==> src/rtl/noc_pkg.sv <==
// Shared NoC types: flit type encoding and the flit-type field layout.
// Pure declarations, no logic.
// Not applicable.
package noc_pkg;

    localparam int NOC_FLIT_WIDTH = 34;
    localparam int FTYPE_W        = 2;

    typedef enum logic [FTYPE_W-1:0] {
        FT_HEAD      = 2'b00,
        FT_BODY      = 2'b01,
        FT_TAIL      = 2'b10,
        FT_HEAD_TAIL = 2'b11
    } flit_type_t;

    function automatic logic opens_pkt(input flit_type_t t);
        return (t == FT_HEAD) || (t == FT_HEAD_TAIL);
    endfunction

endpackage

==> src/rtl/vc_input_buffer_if.sv <==
// Link-side and crossbar-side handshake bundle of the VC input buffer.
// Wires only, no latency.
// Backpressure carried by ready_o (link side) and ready_i (crossbar side).
interface vc_input_buffer_if #(
    parameter int FLIT_WIDTH = 34,
    parameter int N_VIRT_CHN = 4,
    parameter int BUF_DEPTH  = 4
);
    localparam int VC_W   = $clog2(N_VIRT_CHN);
    localparam int OCUP_W = $clog2(BUF_DEPTH) + 1;

    logic [VC_W-1:0]              vc_id_i;
    logic [FLIT_WIDTH-1:0]        fdata_i;
    logic                         valid_i;
    logic                         ready_o;
    logic [VC_W-1:0]              vc_id_o;
    logic [FLIT_WIDTH-1:0]        fdata_o;
    logic                         valid_o;
    logic                         ready_i;
    logic [N_VIRT_CHN*OCUP_W-1:0] ocup_o;
    logic [N_VIRT_CHN-1:0]        lock_o;
    logic                         err_o;

    modport slave (
        input  vc_id_i, fdata_i, valid_i, ready_i,
        output ready_o, vc_id_o, fdata_o, valid_o, ocup_o, lock_o, err_o
    );

    modport master (
        output vc_id_i, fdata_i, valid_i, ready_i,
        input  ready_o, vc_id_o, fdata_o, valid_o, ocup_o, lock_o, err_o
    );

endinterface

==> src/rtl/vc_fifo.sv <==
// Generic synchronous FIFO with full/empty flags and registered occupancy.
// One cycle write-to-read latency, no bypass.
// Caller must not push when full nor pop when empty.
module vc_fifo #(
    parameter  int WIDTH  = 34,
    parameter  int DEPTH  = 4,
    localparam int AW     = $clog2(DEPTH),
    localparam int OCUP_W = AW + 1
) (
    input  logic              clk,
    input  logic              rst,
    input  logic              push,
    input  logic [WIDTH-1:0]  push_dat,
    input  logic              pop,
    output logic [WIDTH-1:0]  pop_dat,
    output logic              full,
    output logic              empty,
    output logic [OCUP_W-1:0] ocup
);

    logic [WIDTH-1:0]  mem [DEPTH];
    logic [OCUP_W-1:0] wptr, rptr;
    logic [OCUP_W-1:0] wptr_nxt, rptr_nxt;

    // Extra pointer MSB distinguishes full from empty when the indices match.
    assign wptr_nxt = wptr + OCUP_W'(push);
    assign rptr_nxt = rptr + OCUP_W'(pop);
    assign empty    = (wptr == rptr);
    assign full     = (wptr[AW] != rptr[AW]) && (wptr[AW-1:0] == rptr[AW-1:0]);
    assign pop_dat  = mem[rptr[AW-1:0]];

    always_ff @(posedge clk) begin
        if (rst) begin
            wptr <= '0;
            rptr <= '0;
            ocup <= '0;
        end else begin
            wptr <= wptr_nxt;
            rptr <= rptr_nxt;
            ocup <= wptr_nxt - rptr_nxt;
        end
    end

    always_ff @(posedge clk) begin
        if (push && !rst) begin
            mem[wptr[AW-1:0]] <= push_dat;
        end
    end

endmodule

==> src/rtl/vc_input_buffer.sv <==
// Multi-VC router input buffer: per-VC FIFOs, packet locks, round-robin output arbiter.
// One cycle from accepted flit to earliest presentation on the output.
// ready_o drops on full target VC or HEAD to locked VC; grant held while ready_i is low.
module vc_input_buffer #(
    parameter  int FLIT_WIDTH = 34,
    parameter  int N_VIRT_CHN = 4,
    parameter  int BUF_DEPTH  = 4,
    localparam int VC_W       = $clog2(N_VIRT_CHN),
    localparam int OCUP_W     = $clog2(BUF_DEPTH) + 1
) (
    input  logic                clk,
    input  logic                arst,
    vc_input_buffer_if.slave    bus
);
    import noc_pkg::*;

    logic [N_VIRT_CHN-1:0]  full, empty, push, pop;
    logic [FLIT_WIDTH-1:0]  pop_dat [N_VIRT_CHN];
    logic [OCUP_W-1:0]      ocup    [N_VIRT_CHN];

    logic [N_VIRT_CHN-1:0]  lock, lock_nxt;
    logic                   err, err_nxt;
    logic [VC_W-1:0]        rr_ptr, gnt, gnt_q;
    logic                   hold_q, found;
    logic [FLIT_WIDTH-1:0]  sel_dat;

    flit_type_t             in_type;
    logic                   vc_ok, tgt_full, tgt_lock, accept;

    assign in_type = flit_type_t'(bus.fdata_i[FLIT_WIDTH-1 -: FTYPE_W]);

    // An id that cannot name a VC only exists when N_VIRT_CHN is not a power of two.
    if ((1 << VC_W) == N_VIRT_CHN) begin : g_vc_pow2
        assign vc_ok = 1'b1;
    end else begin : g_vc_range
        assign vc_ok = (32'(bus.vc_id_i) < N_VIRT_CHN);
    end

    always_comb begin
        tgt_full = 1'b1;
        tgt_lock = 1'b0;
        for (int v = 0; v < N_VIRT_CHN; v++) begin
            if (bus.vc_id_i == VC_W'(v)) begin
                tgt_full = full[v];
                tgt_lock = lock[v];
            end
        end
    end

    assign bus.ready_o = vc_ok & ~tgt_full & ~(opens_pkt(in_type) & tgt_lock);
    assign accept      = bus.valid_i & bus.ready_o & ~arst;

    always_comb begin
        lock_nxt = lock;
        for (int v = 0; v < N_VIRT_CHN; v++) begin
            if (accept && bus.vc_id_i == VC_W'(v)) begin
                if (in_type == FT_HEAD) lock_nxt[v] = 1'b1;
                if (in_type == FT_TAIL) lock_nxt[v] = 1'b0;
            end
        end
        err_nxt = (bus.valid_i & ~vc_ok)
                | (accept & ((in_type == FT_BODY) | (in_type == FT_TAIL)) & ~tgt_lock);
    end

    // Round-robin search from rr_ptr; a stalled grant is replayed unchanged.
    always_comb begin : p_arb
        int idx;
        idx   = 0;
        gnt   = gnt_q;
        found = 1'b0;
        if (hold_q) begin
            found = 1'b1;
        end else begin
            for (int i = 0; i < N_VIRT_CHN; i++) begin
                idx = int'(rr_ptr) + i;
                if (idx >= N_VIRT_CHN) idx = idx - N_VIRT_CHN;
                if (!found && !empty[idx]) begin
                    found = 1'b1;
                    gnt   = VC_W'(idx);
                end
            end
        end
    end

    always_comb begin
        sel_dat = '0;
        for (int v = 0; v < N_VIRT_CHN; v++) begin
            if (gnt == VC_W'(v)) sel_dat = pop_dat[v];
        end
    end

    assign bus.valid_o = found;
    assign bus.vc_id_o = found ? gnt : '0;
    assign bus.fdata_o = found ? sel_dat : '0;
    assign bus.lock_o  = lock;
    assign bus.err_o   = err;

    for (genvar v = 0; v < N_VIRT_CHN; v++) begin : g_vc
        assign push[v] = accept & (bus.vc_id_i == VC_W'(v));
        assign pop[v]  = found & bus.ready_i & (gnt == VC_W'(v)) & ~arst;

        vc_fifo #(
            .WIDTH (FLIT_WIDTH),
            .DEPTH (BUF_DEPTH)
        ) u_fifo (
            .clk      (clk),
            .rst      (arst),
            .push     (push[v]),
            .push_dat (bus.fdata_i),
            .pop      (pop[v]),
            .pop_dat  (pop_dat[v]),
            .full     (full[v]),
            .empty    (empty[v]),
            .ocup     (ocup[v])
        );

        assign bus.ocup_o[v*OCUP_W +: OCUP_W] = ocup[v];
    end

    always_ff @(posedge clk) begin
        if (arst) begin
            lock   <= '0;
            err    <= 1'b0;
            rr_ptr <= '0;
            gnt_q  <= '0;
            hold_q <= 1'b0;
        end else begin
            lock   <= lock_nxt;
            err    <= err_nxt;
            gnt_q  <= gnt;
            hold_q <= found & ~bus.ready_i;
            if (found && bus.ready_i) begin
                rr_ptr <= (gnt == VC_W'(N_VIRT_CHN - 1)) ? '0 : gnt + VC_W'(1);
            end
        end
    end

endmodule

==> src/flat_wrapper.sv <==
// flat-port wrapper written by rule: the top's interface ports become plain ports
module vc_input_buffer_flat import noc_pkg::*;
#(
    parameter  int FLIT_WIDTH = 34,
    parameter  int N_VIRT_CHN = 4,
    parameter  int BUF_DEPTH  = 4,
    localparam int VC_W       = $clog2(N_VIRT_CHN),
    localparam int OCUP_W     = $clog2(BUF_DEPTH) + 1
)
  (clk, arst, bus_vc_id_i, bus_fdata_i, bus_valid_i, bus_ready_i, bus_ready_o, bus_vc_id_o, bus_fdata_o, bus_valid_o, bus_ocup_o, bus_lock_o, bus_err_o);
  vc_input_buffer_if #(.FLIT_WIDTH(FLIT_WIDTH), .N_VIRT_CHN(N_VIRT_CHN), .BUF_DEPTH(BUF_DEPTH)) bus_i ();
  input  logic clk;
  input  logic arst;
  input wire logic [$bits(bus_i.vc_id_i)-1:0] bus_vc_id_i;
  input wire logic [$bits(bus_i.fdata_i)-1:0] bus_fdata_i;
  input wire logic [$bits(bus_i.valid_i)-1:0] bus_valid_i;
  input wire logic [$bits(bus_i.ready_i)-1:0] bus_ready_i;
  output wire logic [$bits(bus_i.ready_o)-1:0] bus_ready_o;
  output wire logic [$bits(bus_i.vc_id_o)-1:0] bus_vc_id_o;
  output wire logic [$bits(bus_i.fdata_o)-1:0] bus_fdata_o;
  output wire logic [$bits(bus_i.valid_o)-1:0] bus_valid_o;
  output wire logic [$bits(bus_i.ocup_o)-1:0] bus_ocup_o;
  output wire logic [$bits(bus_i.lock_o)-1:0] bus_lock_o;
  output wire logic [$bits(bus_i.err_o)-1:0] bus_err_o;
  assign bus_i.vc_id_i = bus_vc_id_i;
  assign bus_i.fdata_i = bus_fdata_i;
  assign bus_i.valid_i = bus_valid_i;
  assign bus_i.ready_i = bus_ready_i;
  assign bus_ready_o = bus_i.ready_o;
  assign bus_vc_id_o = bus_i.vc_id_o;
  assign bus_fdata_o = bus_i.fdata_o;
  assign bus_valid_o = bus_i.valid_o;
  assign bus_ocup_o = bus_i.ocup_o;
  assign bus_lock_o = bus_i.lock_o;
  assign bus_err_o = bus_i.err_o;
  vc_input_buffer #(.FLIT_WIDTH(FLIT_WIDTH), .N_VIRT_CHN(N_VIRT_CHN), .BUF_DEPTH(BUF_DEPTH)) u_core (.clk(clk), .arst(arst), .bus(bus_i));
endmodule
==> config.mk <==
export PLATFORM = sky130hd
export DESIGN_NAME = vc_input_buffer_flat
export DESIGN_NICKNAME = d
export VERILOG_FILES = /design/src/rtl/noc_pkg.sv /design/src/rtl/vc_input_buffer_if.sv /design/src/rtl/vc_fifo.sv /design/src/rtl/vc_input_buffer.sv /design/src/flat_wrapper.sv
export SDC_FILE = /design/constraint.sdc
export NUM_CORES = 1
export LEC_CHECK = 0
export BUFFER_PORTS_ARGS = -buffer_cell sky130_fd_sc_hd__buf_4
export CORE_MARGIN = 5
export CORE_UTILIZATION = 56
export CTS_CLUSTER_SIZE = 16
export DETAILED_ROUTE_END_ITERATION = 7
export GPL_ROUTABILITY_DRIVEN = 0
export PLACE_DENSITY = 0.85
export SYNTH_ARGS = -nofsm -noshare
export SYNTH_HDL_FRONTEND = slang
export SYNTH_HIERARCHICAL = 1
export SYNTH_SLANG_ARGS = --single-unit
==> constraint.sdc <==
create_clock -name clk -period 6 [get_ports clk]
set_input_delay 0.9 -clock clk [delete_from_list [all_inputs] [get_ports clk]]
set_output_delay 0.9 -clock clk [all_outputs]
set_load 0.01 [all_outputs]
==> out/qor.csv, run 1 <==
metric;value;unit
vias;12500;
syn_inst;1247;
final.period_utilization;0.963;
irDropWorstVdd;0.430;mV
clk_pin_slew_worst_paths;60;ps
detail-route-antenna-nets;0;
syn_to_final_growth;12.0;%
synth_area_per_cell;19.3;µm²
dp_hpwl;28.2;mm
place_ws;646;ps
cts_root_buf;clkbuf_16;
relSlewSlack;0.208;
cp.arrival;4880;ps
grt_max_degree;55;
synth_nets;1317;
core;42200;µm²
drc_errors;0;
cts_made_buffers;54;
drt_pass1_iterations;7;
via_per_inst;6.42;
fin_tns_setup;0;ps
status;finished clean;
syn_area;24000;µm²
worstHoldStart;bus_ready_i;
grt_overflow;0;
holdCritPathClass;primary input to flop;
final_nets;1423;
drt_iter0_drc;1347;
p_sw_frac;0.332;
dp_cells;1835;
routedWlPerCell;28.1;µm
cts_max_path_buffers;3;
r2r_start;u_core/g_vc[2].u_fifo/wptr[0];
setup_ws;223;ps
cts_num_sinks;590;
crit_chain;xnor2_1 > nand2_1 > nor2_2 > or2b_4 > nor4_1 > or3_4 > o32ai_2 > or3_1 > ha_2 > buf_4 > and3b_1 > a21oi_1 > o21ai_0 > mux2i_1 > nor2_1 > buf_4;
grt_pass1_vias;13000;
rr_endpoint;u_core/g_vc[0].u_fifo/ocup[2];
synth.largest_area_cell;edfxtp_1;
hold_depth;2;
maxCapViolations;0;
clkPwrFrac;0.270;
path_class;flop to primary output;
hold_slack;548;ps
reg2reg_slack;1160;ps
clk_latency;590;ps
finalNonFillerCells;1938;
num_io_pins;95;
placed_area;25200;µm²
synthTopCellsByArea;edfxtp_1, mux4_2, dfxtp_1;
postSynth.asyncResetShare;0;
drt_wl_total;54.5;mm
power;12.1;mW
fp.dieW;217;µm
pwr-share-comb;0.350;
n_fill_cell;2712;
synth_top_flop_cell;edfxtp_1;
period_needed;5780;ps
synth-edff-count;544;
pwr-share-seq;0.380;
fin_worst_skew;13.5;ps
yosysTopAreaCellShare;0.680;
synth.most_common_cell;edfxtp_1;
htree_levels;2;
start_util;0.569;
grt_antenna_before_repair;2;
final_layout_size_suffix_gt1_frac;0.256;
final_area;26900;µm²
port_buffers;94;
fin_util;0.637;
max_stage_delay;480;ps
crit_path_frequent_cell;buf_4;
slowest_stage;dfxtp_1;
hold_viol_final;0;
seq_area;17300;µm²
ys_ff_latch;590;
yosys_warnings;6;
cp.required;5100;ps
netSwitchingPower;4.02;mW
multiInputGateArea;6270;µm²
rows;75;
r2r_cells;16;
synth_commonest_cells;edfxtp_1, mux4_2, nor2_1, dfxtp_1, nand2_1;
worstHoldEndpoint;u_core/hold_q;
fmax;173;MHz
grt_pass1_wl;82.1;mm
crit_path_end_kind;primary output;
powerDensity;450;nW/µm²
setup_violations;0;
die_h;217;µm
globalRouteTotalUtil;0.231;
p_leak;8.86;nW
path_max_fanout;18;
ys_seq_area_frac;0.719;
synth_cell_type_count;57;
cp-start-kind;flop;
maxSlewViolCount;0;
power.internal;8.08;mW
worstMarginPinSlew;1190;ps
cts_tree;done;
dieArea;47100;µm²
-- metal layers --
layer,up-vias,GRT usage,part of all wire,wire length [µm]
met5,-,0,0,0
met4,0,0.0841,0.038,2070
met3,123,0.0360,0.075,4070
met2,692,0.391,0.51,27900
met1,6423,0.309,0.37,20400
li1,5212,-,-,-
-- timing repair --
action | in CTS | in global routing
setup buffers | 0 | 1
hold endpoints to repair | 0 | 0
resized for setup | 4 | 3
hold buffers | 0 | 0
pin swaps | 0 | 1
endpoints found under the setup margin | 3 | 33
-- registers in the layout, indices dropped and copies added, names as in the netlist --
signal,count
u_core/g_vc.u_fifo/mem,544
u_core/g_vc.u_fifo/ocup,12
u_core/g_vc.u_fifo/rptr,12
u_core/g_vc.u_fifo/wptr,12
u_core/bus.lock_o,4
u_core/gnt_q,2
u_core/rr_ptr,2
u_core/bus.err_o,1
u_core/hold_q,1
-- critical path: cells and delay by family (launching register included) --
family / cells / cell delay [ps]
AND/OR/NAND/NOR: 8 / 2100
flip-flops: 1 / 480
multiplexers: 1 / 330
XOR/XNOR: 1 / 170
AO/OA/AOI/OAI: 3 / 380
adder cells (fa/ha/maj): 1 / 360
buffers and inverters: 2 / 460
-- power groups by stage --
stage	logic, mW	clock network [mW]	registers (mW)
final	4.24	3.27	4.59
after global routing	4.55	3.50	4.60
after CTS	4.19	3.31	4.59
after detailed placement	4.07	0	4.68
after global placement	3.99	0	4.67
after floorplan	2.58	0	4.66
-- cells in the final DEF (no fill, tap or decap), drive strengths merged, types with 3 or more instances in the layout --
master / instances
a211oi: 8
a21oi: 43
a32oi: 3
and2: 3
and3: 14
and3b: 38
buf: 121
bufinv: 3
clkbuf: 69
clkinv: 22
clkinvlp: 4
dfxtp: 46
edfxtp: 544
fa: 4
ha: 26
inv: 22
mux2: 4
mux2i: 39
mux4: 139
nand2: 46
nand2b: 3
nand3: 3
nor2: 69
nor2b: 24
nor3: 6
nor3b: 5
nor4: 3
o21ai: 38
xnor2: 17
xor2: 7
-- worst max-delay path by stage --
stage                                              from                               to  slack [ps]  cells past startpoint
final                     u_core/g_vc[2].u_fifo/wptr[0]                  bus_fdata_o[33]         220                     16
after global routing      u_core/g_vc[2].u_fifo/wptr[0]                  bus_fdata_o[33]        -0.4                     16
after CTS                 u_core/g_vc[0].u_fifo/wptr[0]                  bus_fdata_o[14]          70                     16
after detailed placement  u_core/g_vc[2].u_fifo/wptr[0]                  bus_fdata_o[12]         650                     16
after global placement    u_core/g_vc[2].u_fifo/wptr[0]                  bus_fdata_o[33]         850                     16
after floorplan                          bus_vc_id_i[0]  u_core/g_vc[1].u_fifo/mem[2][0]         220                      5
-- area by class of cell --
class                   count  share of cell area
well taps                 539              0.0251
clock inverters            31             0.00898
clock buffers              69              0.0531
repair buffers            121              0.0345
diodes                      2            0.000186
flip-flops and latches    590               0.642
multi-input cells         566               0.233
inverters                  20             0.00279
-- logic make-up (layout without fill, tap and decap cells) --
logic type | after synthesis | in the layout | synth area share
multiplexers | 182 | 182 | 0.152
AO/OA/AOI/OAI | 104 | 104 | 0.0254
other | 0 | 2 | 0
adder cells (fa/ha/maj) | 30 | 30 | 0.0169
AND/OR/NAND/NOR | 226 | 226 | 0.0520
flip-flops | 590 | 590 | 0.719
XOR/XNOR | 24 | 24 | 0.00875
buffers and inverters | 91 | 241 | 0.0265
Note: power is estimated with default switching activity, not from simulation.
==> inputs of run 2 (changes only) <==
CORE_UTILIZATION = 50   (was 56)
PLACE_DENSITY = 0.78   (was 0.85)
==> run 2 against run 1 <==
  * Setup slack better by 110 ps
  * Final cell count is 3.9% higher
  * Core utilization down 7.1 points
  * Count of clock-buffer cells in the layout fell by 4
  * Sequential cell count stayed put
  * Final area up 0.34%
  * First-iteration DRC count is 17% lower
  * Non-clock buffer count is 3 higher
  * Power fell by 1.6%
  * Die area is 11% higher
  * Highest routed layer unchanged
==> out/qor.csv, run 2 (synthesis results as in run 1) <==
metric;value;unit;change
status;finished clean;;
crit_chain;xnor2_1 > nand2_1 > nor2_2 > or2b_4 > nor4_1 > or3_4 > o32ai_2 > or3_1 > ha_2 > buf_4 > and3b_1 > a21oi_1 > o21ai_0 > mux2i_1 > nor2_1 > buf_4;;
drt_wl_total;50.5;mm;-7.4%
via_per_inst;5.96;;-7.2%
rows;80;;+6.7%
fin_worst_skew;27.9;ps;+14.4 ps
drc_errors;0;;unchanged
maxCapViolations;0;;unchanged
dp_cells;1915;;+4.4%
grt_pass1_wl;77.3;mm;-5.8%
port_buffers;94;;unchanged
powerDensity;441;nW/µm²;-1.9%
relSlewSlack;0.231;;+0.0232
clk_latency;590;ps;about the same
place_ws;564;ps;-82.3 ps
worstHoldEndpoint;u_core/hold_q;;
cts_made_buffers;55;;+1.9%
cts_num_sinks;590;;unchanged
core;47600;µm²;+13%
path_class;flop to primary output;;
fmax;176;MHz;+1.9%
setup_violations;0;;unchanged
cp-start-kind;flop;;
clk_pin_slew_worst_paths;70;ps;about the same
grt_pass1_vias;12700;;-1.9%
final_layout_size_suffix_gt1_frac;0.261;;+0.00429
routedWlPerCell;25.1;µm;-11%
grt_overflow;0;;unchanged
grt_setup_unrepaired;false;;
p_leak;8.89;nW;+0.29%
cp.depth;16;;unchanged
detail-route-antenna-nets;0;;unchanged
largest_reg_flops;544;;unchanged
start_util;0.504;;-0.0647
cp.required;5100;ps;about the same
cp.arrival;4770;ps;-110 ps
irDropWorstVdd;0.481;mV;+12%
syn_to_final_growth;12.3;%;
r2r_start;u_core/g_vc[2].u_fifo/wptr[0];;
drt_pass1_iterations;7;;unchanged
cts_tree;done;;
worstMarginPinSlew;1150;ps;-34.8 ps
path_max_fanout;21;;+3
num_io_pins;95;;unchanged
reg2reg_slack;1070;ps;-90 ps
post_cts_buffers;0;;unchanged
hold_depth;2;;unchanged
layout_common_cells;edfxtp_1, buf_4, mux4_2, nor2_1, clkbuf_16;;
fin_tns_setup;0;ps;unchanged
die_h;229;µm;+5.6%
cts_max_path_buffers;3;;unchanged
period_needed;5670;ps;-106 ps
final_common_cell;edfxtp_1;;
n_fill_cell;3477;;+28%
dp_hpwl;28.2;mm;-0.19%
slowest_stage;dfxtp_1;;
crit_path_end_kind;primary output;;
maxSlewViolCount;0;;unchanged
grt_max_degree;55;;unchanged
hold_slack;550;ps;+1.72 ps
hold_buffers;0;;unchanged
cts_root_buf;clkbuf_16;;
r2r_cells;17;;+1
critPathTopFamily;simple AND/OR/NAND/NOR gates;;
rr_endpoint;u_core/g_vc[1].u_fifo/ocup[2];;
setup_ws;329;ps;+106 ps
dieArea;52500;µm²;+11%
worstHoldStart;bus_ready_i;;
holdCritPathClass;primary input to flop;;
final_nets;1427;;+0.28%
fp.dieW;229;µm;+5.6%
htree_levels;2;;unchanged
hold_viol_final;0;;unchanged
crit_path_frequent_cell;buf_4;;
vias;12000;;-3.6%
globalRouteTotalUtil;0.192;;-0.0393
drt_iter0_drc;1116;;-17%
grt_antenna_before_repair;1;;-1
finalNonFillerCells;2013;;+3.9%
final.period_utilization;0.945;;-0.0176
max_stage_delay;490;ps;about the same
cp_num_buf_inv;2;;unchanged
[run 2: changes by cell type in the layout (fill, tap and decap cells not counted), moves of 2 or more]
cell,previous run,this run
buf_4,119,124
bufinv_16,3,1
clkbuf_1,13,8
clkbuf_16,54,57
clkbuf_8,2,0
clkinv_2,7,9
clkinv_4,0,5
clkinvlp_4,4,1
inv_6,2,0
nor2_1,64,62
nor2_2,2,4
[run 2: final cells by class]
class / instances / area [µm²] / share of cell area
clock inverters: 32 / 203 / 0.00751
multi-input cells: 566 / 6280 / 0.233
clock buffers: 65 / 1460 / 0.0540
well taps: 615 / 769 / 0.0285
repair buffers: 124 / 931 / 0.0345
diodes: 1 / 2.50 / 0.0000927
flip-flops and latches: 590 / 17300 / 0.640
inverters: 20 / 75.1 / 0.00278
[run 2: how the worst max path moves through the flow]
stage                                  start                         endpoint  slack [ps]
2_1_floorplan                 bus_vc_id_i[0]  u_core/g_vc[1].u_fifo/mem[2][0]         220
3_3_place_gp   u_core/g_vc[1].u_fifo/wptr[1]                  bus_fdata_o[28]         790
3_5_place_dp   u_core/g_vc[1].u_fifo/wptr[0]                  bus_fdata_o[28]         560
4_1_cts        u_core/g_vc[1].u_fifo/wptr[0]                  bus_fdata_o[15]           5
5_1_grt        u_core/g_vc[2].u_fifo/wptr[0]                  bus_fdata_o[11]          30
6_report       u_core/g_vc[2].u_fifo/wptr[0]                   bus_fdata_o[2]         330
[run 2: per-stage QoR]
| stage | cell area, µm² | power (mW) | utilization |
|---|---|---|---|
| floorplan | 24000 | 7.24 | - |
| global placement | 25300 | 8.65 | 0.530 |
| detailed placement | 25300 | 8.69 | 0.530 |
| CTS | 26900 | 12.0 | 0.565 |
| global route | 27000 | 12.5 | 0.566 |
| finish | 27000 | 11.9 | 0.566 |
[run 2: power breakdown]
| group | leakage [nW] | switching, mW | internal (mW) |
|---|---|---|---|
| clock | 0.815 | 1.46 | 1.77 |
| combinational | 2.80 | 2.39 | 1.70 |
| sequential | 5.27 | 0.0533 | 4.54 |
| total | 8.89 | 3.90 | 8.01 |
[run 2: timing repair]
| item | CTS | global route |
|---|---|---|
| gates resized for setup | 1 | 8 |
| endpoints found under the setup margin | 20 | 34 |
| pin swaps | 0 | 1 |
| gates cloned | 0 | 0 |
[run 2: metal layers]
layer	vias up	share of wire	track usage
li1	5211	-	-
met1	6258	0.41	0.259
met2	452	0.50	0.324
met3	86	0.069	0.0363
met4	0	0.023	0.0530
met5	-	0	0
==> inputs of run 3 (changes only) <==
clock period = 5.19 ns   (was 6 ns; I/O delays follow)
==> run 3 against run 2 <==
  * Sequential cell count stayed put
  * Largest power group unchanged
  * Highest routed layer unchanged
  * Via count is 0.62% higher
  * Critical endpoint is now bus_fdata_o[15]
  * Setup slack worse by 150 ps
  * Power increased by 18%
  * Final area grew 0.67%
  * Critical path type unchanged
  * Register-to-register slack got worse by 360 ps
  * Sequential share of layout area is 0.39 points lower
  * Final cell count rose by 0.45%
  * Critical path depth increased by 1
  * Die area stayed put
==> out/qor.csv, run 3 (synthesis results as in run 1) <==
metric;value;unit;change
status;finished clean;;
cp.arrival;4240;ps;-530 ps
maxSlewViolCount;0;;unchanged
holdCritPathClass;primary input to flop;;
drt_wl_total;51.6;mm;+2.3%
period_needed;5010;ps;
vias;12100;;+0.62%
cts_tree;done;;
setup_violations;0;;unchanged
dp_cells;1919;;+0.21%
drt_pass1_iterations;5;;-2
maxCapViolations;0;;unchanged
core;47600;µm²;unchanged
drc_errors;0;;unchanged
clk_latency;600;ps;about the same
cts_root_buf;clkbuf_16;;
worstMarginPinSlew;1240;ps;+82.6 ps
syn_to_final_growth;13.1;%;
n_fill_cell;3507;;+0.86%
globalRouteTotalUtil;0.195;;+0.00320
die_h;229;µm;unchanged
powerDensity;517;nW/µm²;+17%
cp.required;4410;ps;-690 ps
fp.dieW;229;µm;unchanged
grt_antenna_before_repair;0;;-1
port_buffers;94;;unchanged
fmax;199;MHz;
cts_made_buffers;56;;+1.8%
start_util;0.504;;unchanged
via_per_inst;5.98;;+0.18%
seq_area;17300;µm²;about the same
cts_num_sinks;590;;unchanged
cp-start-kind;flop;;
final_nets;1433;;+0.42%
dp_hpwl;27.5;mm;-2.4%
largest_reg_flops;544;;unchanged
clk_pin_slew_worst_paths;60;ps;about the same
htree_levels;2;;unchanged
crit_path_end_kind;primary output;;
rows;80;;unchanged
final_area;27200;µm²;+0.67%
dieArea;52500;µm²;unchanged
detail-route-antenna-nets;0;;unchanged
max_stage_delay;490;ps;about the same
final_layout_size_suffix_gt1_frac;0.268;;+0.00739
routedWlPerCell;25.5;µm;+1.8%
grt_overflow;0;;unchanged
irDropWorstVdd;0.395;mV;-18%
finalNonFillerCells;2022;;+0.45%
slowest_stage;dfxtp_1;;
grt_pass1_wl;78.3;mm;+1.3%
crit_path_frequent_cell;buf_4;;
placed_area;25300;µm²;+0.27%
critPathTopFamily;simple AND/OR/NAND/NOR gates;;
crit_chain;xnor2_1 > nand2_1 > nor2_1 > buf_4 > nor3b_1 > o21ai_0 > a32oi_1 > a31o_4 > or3_1 > ha_4 > buf_4 > and3b_1 > a21oi_1 > o21ai_0 > mux2i_1 > nor2_1 > buf_4;;
cts_max_path_buffers;3;;unchanged
grt_pass1_vias;12600;;-0.74%
layout_common_cells;edfxtp_1, buf_4, mux4_2, nor2_1, clkbuf_16;;
diodes;0;;-1
relSlewSlack;0.176;;-0.0550
multiInputGateArea;6280;µm²;about the same
drt_iter0_drc;1155;;+3.5%
p_leak;8.96;nW;+0.84%
cp_num_buf_inv;3;;+1
path_max_fanout;15;;-29%
num_io_pins;95;;unchanged
fin_worst_skew;16.5;ps;-11.4 ps
path_class;flop to primary output;;
grt_max_degree;55;;unchanged
final_common_cell;edfxtp_1;;
hold_viol_final;0;;unchanged
final.period_utilization;0.966;;
run 3: changes by cell type in the layout (fill, tap and decap cells not counted), sizes merged:
| cell | change |
|---|---|
| clkbuf | +9 |
| clkinv | -6 |
| buf | +4 |
| bufbuf | +1 |
| bufinv | +1 |
| clkinvlp | +1 |
| diode | -1 |
run 3: worst reg2reg max path: stages (launching register included):
cell	delay [ps]
dfxtp_1	490
xnor2_1	120
nand2_1	70
nor2_1	50
buf_4	180
mux4_1	520
nand3b_1	180
a32oi_1	230
a31o_4	170
nor3_2	70
ha_2	260
bufbuf_16	350
and3_1	190
ha_1	200
ha_1	270
inv_1	60
fa_1	440
xnor2_1	190
mux2_2	350
run 3: final cells by class:
type                       count  share of cell area
tap                          615              0.0283
sequential                   590               0.636
clock buffer                  74              0.0564
timing repair buffer         129              0.0380
clock inverter                28             0.00732
inverter                      20             0.00276
multi-input combinational    566               0.231
run 3: path summary, 6_finish.rpt:
check                                                      to  slack, ps                     startpoint  cells past startpoint
worst max-delay path                          bus_fdata_o[15]        180  u_core/g_vc[3].u_fifo/wptr[0]                     17
worst min-delay path                            u_core/hold_q        410                    bus_ready_i                      2
worst max register to register  u_core/g_vc[1].u_fifo/ocup[2]        710  u_core/g_vc[3].u_fifo/wptr[0]                     18
worst min register to register           u_core/bus.lock_o[2]        560           u_core/bus.lock_o[2]                      2
run 3: stage by stage:
step / power, mW / worst slack, ps / TNS, ps / hold slack [ps] / util
finish: 14.0 / 175 / 0 / 413 / 0.570
global route: 14.7 / -19.5 / -35.7 / 412 / 0.570
CTS: 14.1 / 15.7 / 0 / 388 / 0.569
detailed placement: 10.1 / 394 / 0 / 554 / 0.532
global placement: 10.1 / 528 / 0 / 532 / 0.532
floorplan: 8.37 / 180 / 0 / 533 / -
run 3: routing by layer:
layer | GRT usage | part of all wire | vias up
met4 | 0.0502 | 0.021 | 0
met2 | 0.328 | 0.51 | 468
met3 | 0.0312 | 0.070 | 88
met1 | 0.270 | 0.40 | 6300
li1 | - | - | 5226
met5 | 0 | 0 | -
run 3: repair_timing:
action                                  CTS  global route
gates cloned                              1             0
buffers inserted                          0             0
hold buffers                              0             0
endpoints found under the setup margin   24            34
gates resized for setup                   2            14
run 3: power breakdown:
part / internal, mW / total [mW] / switching, mW
logic: 2.08 / 4.87 / 2.80
registers: 5.25 / 5.31 / 0.0607
clock network: 2.17 / 3.85 / 1.69
total: 9.50 / 14.0 / 4.54
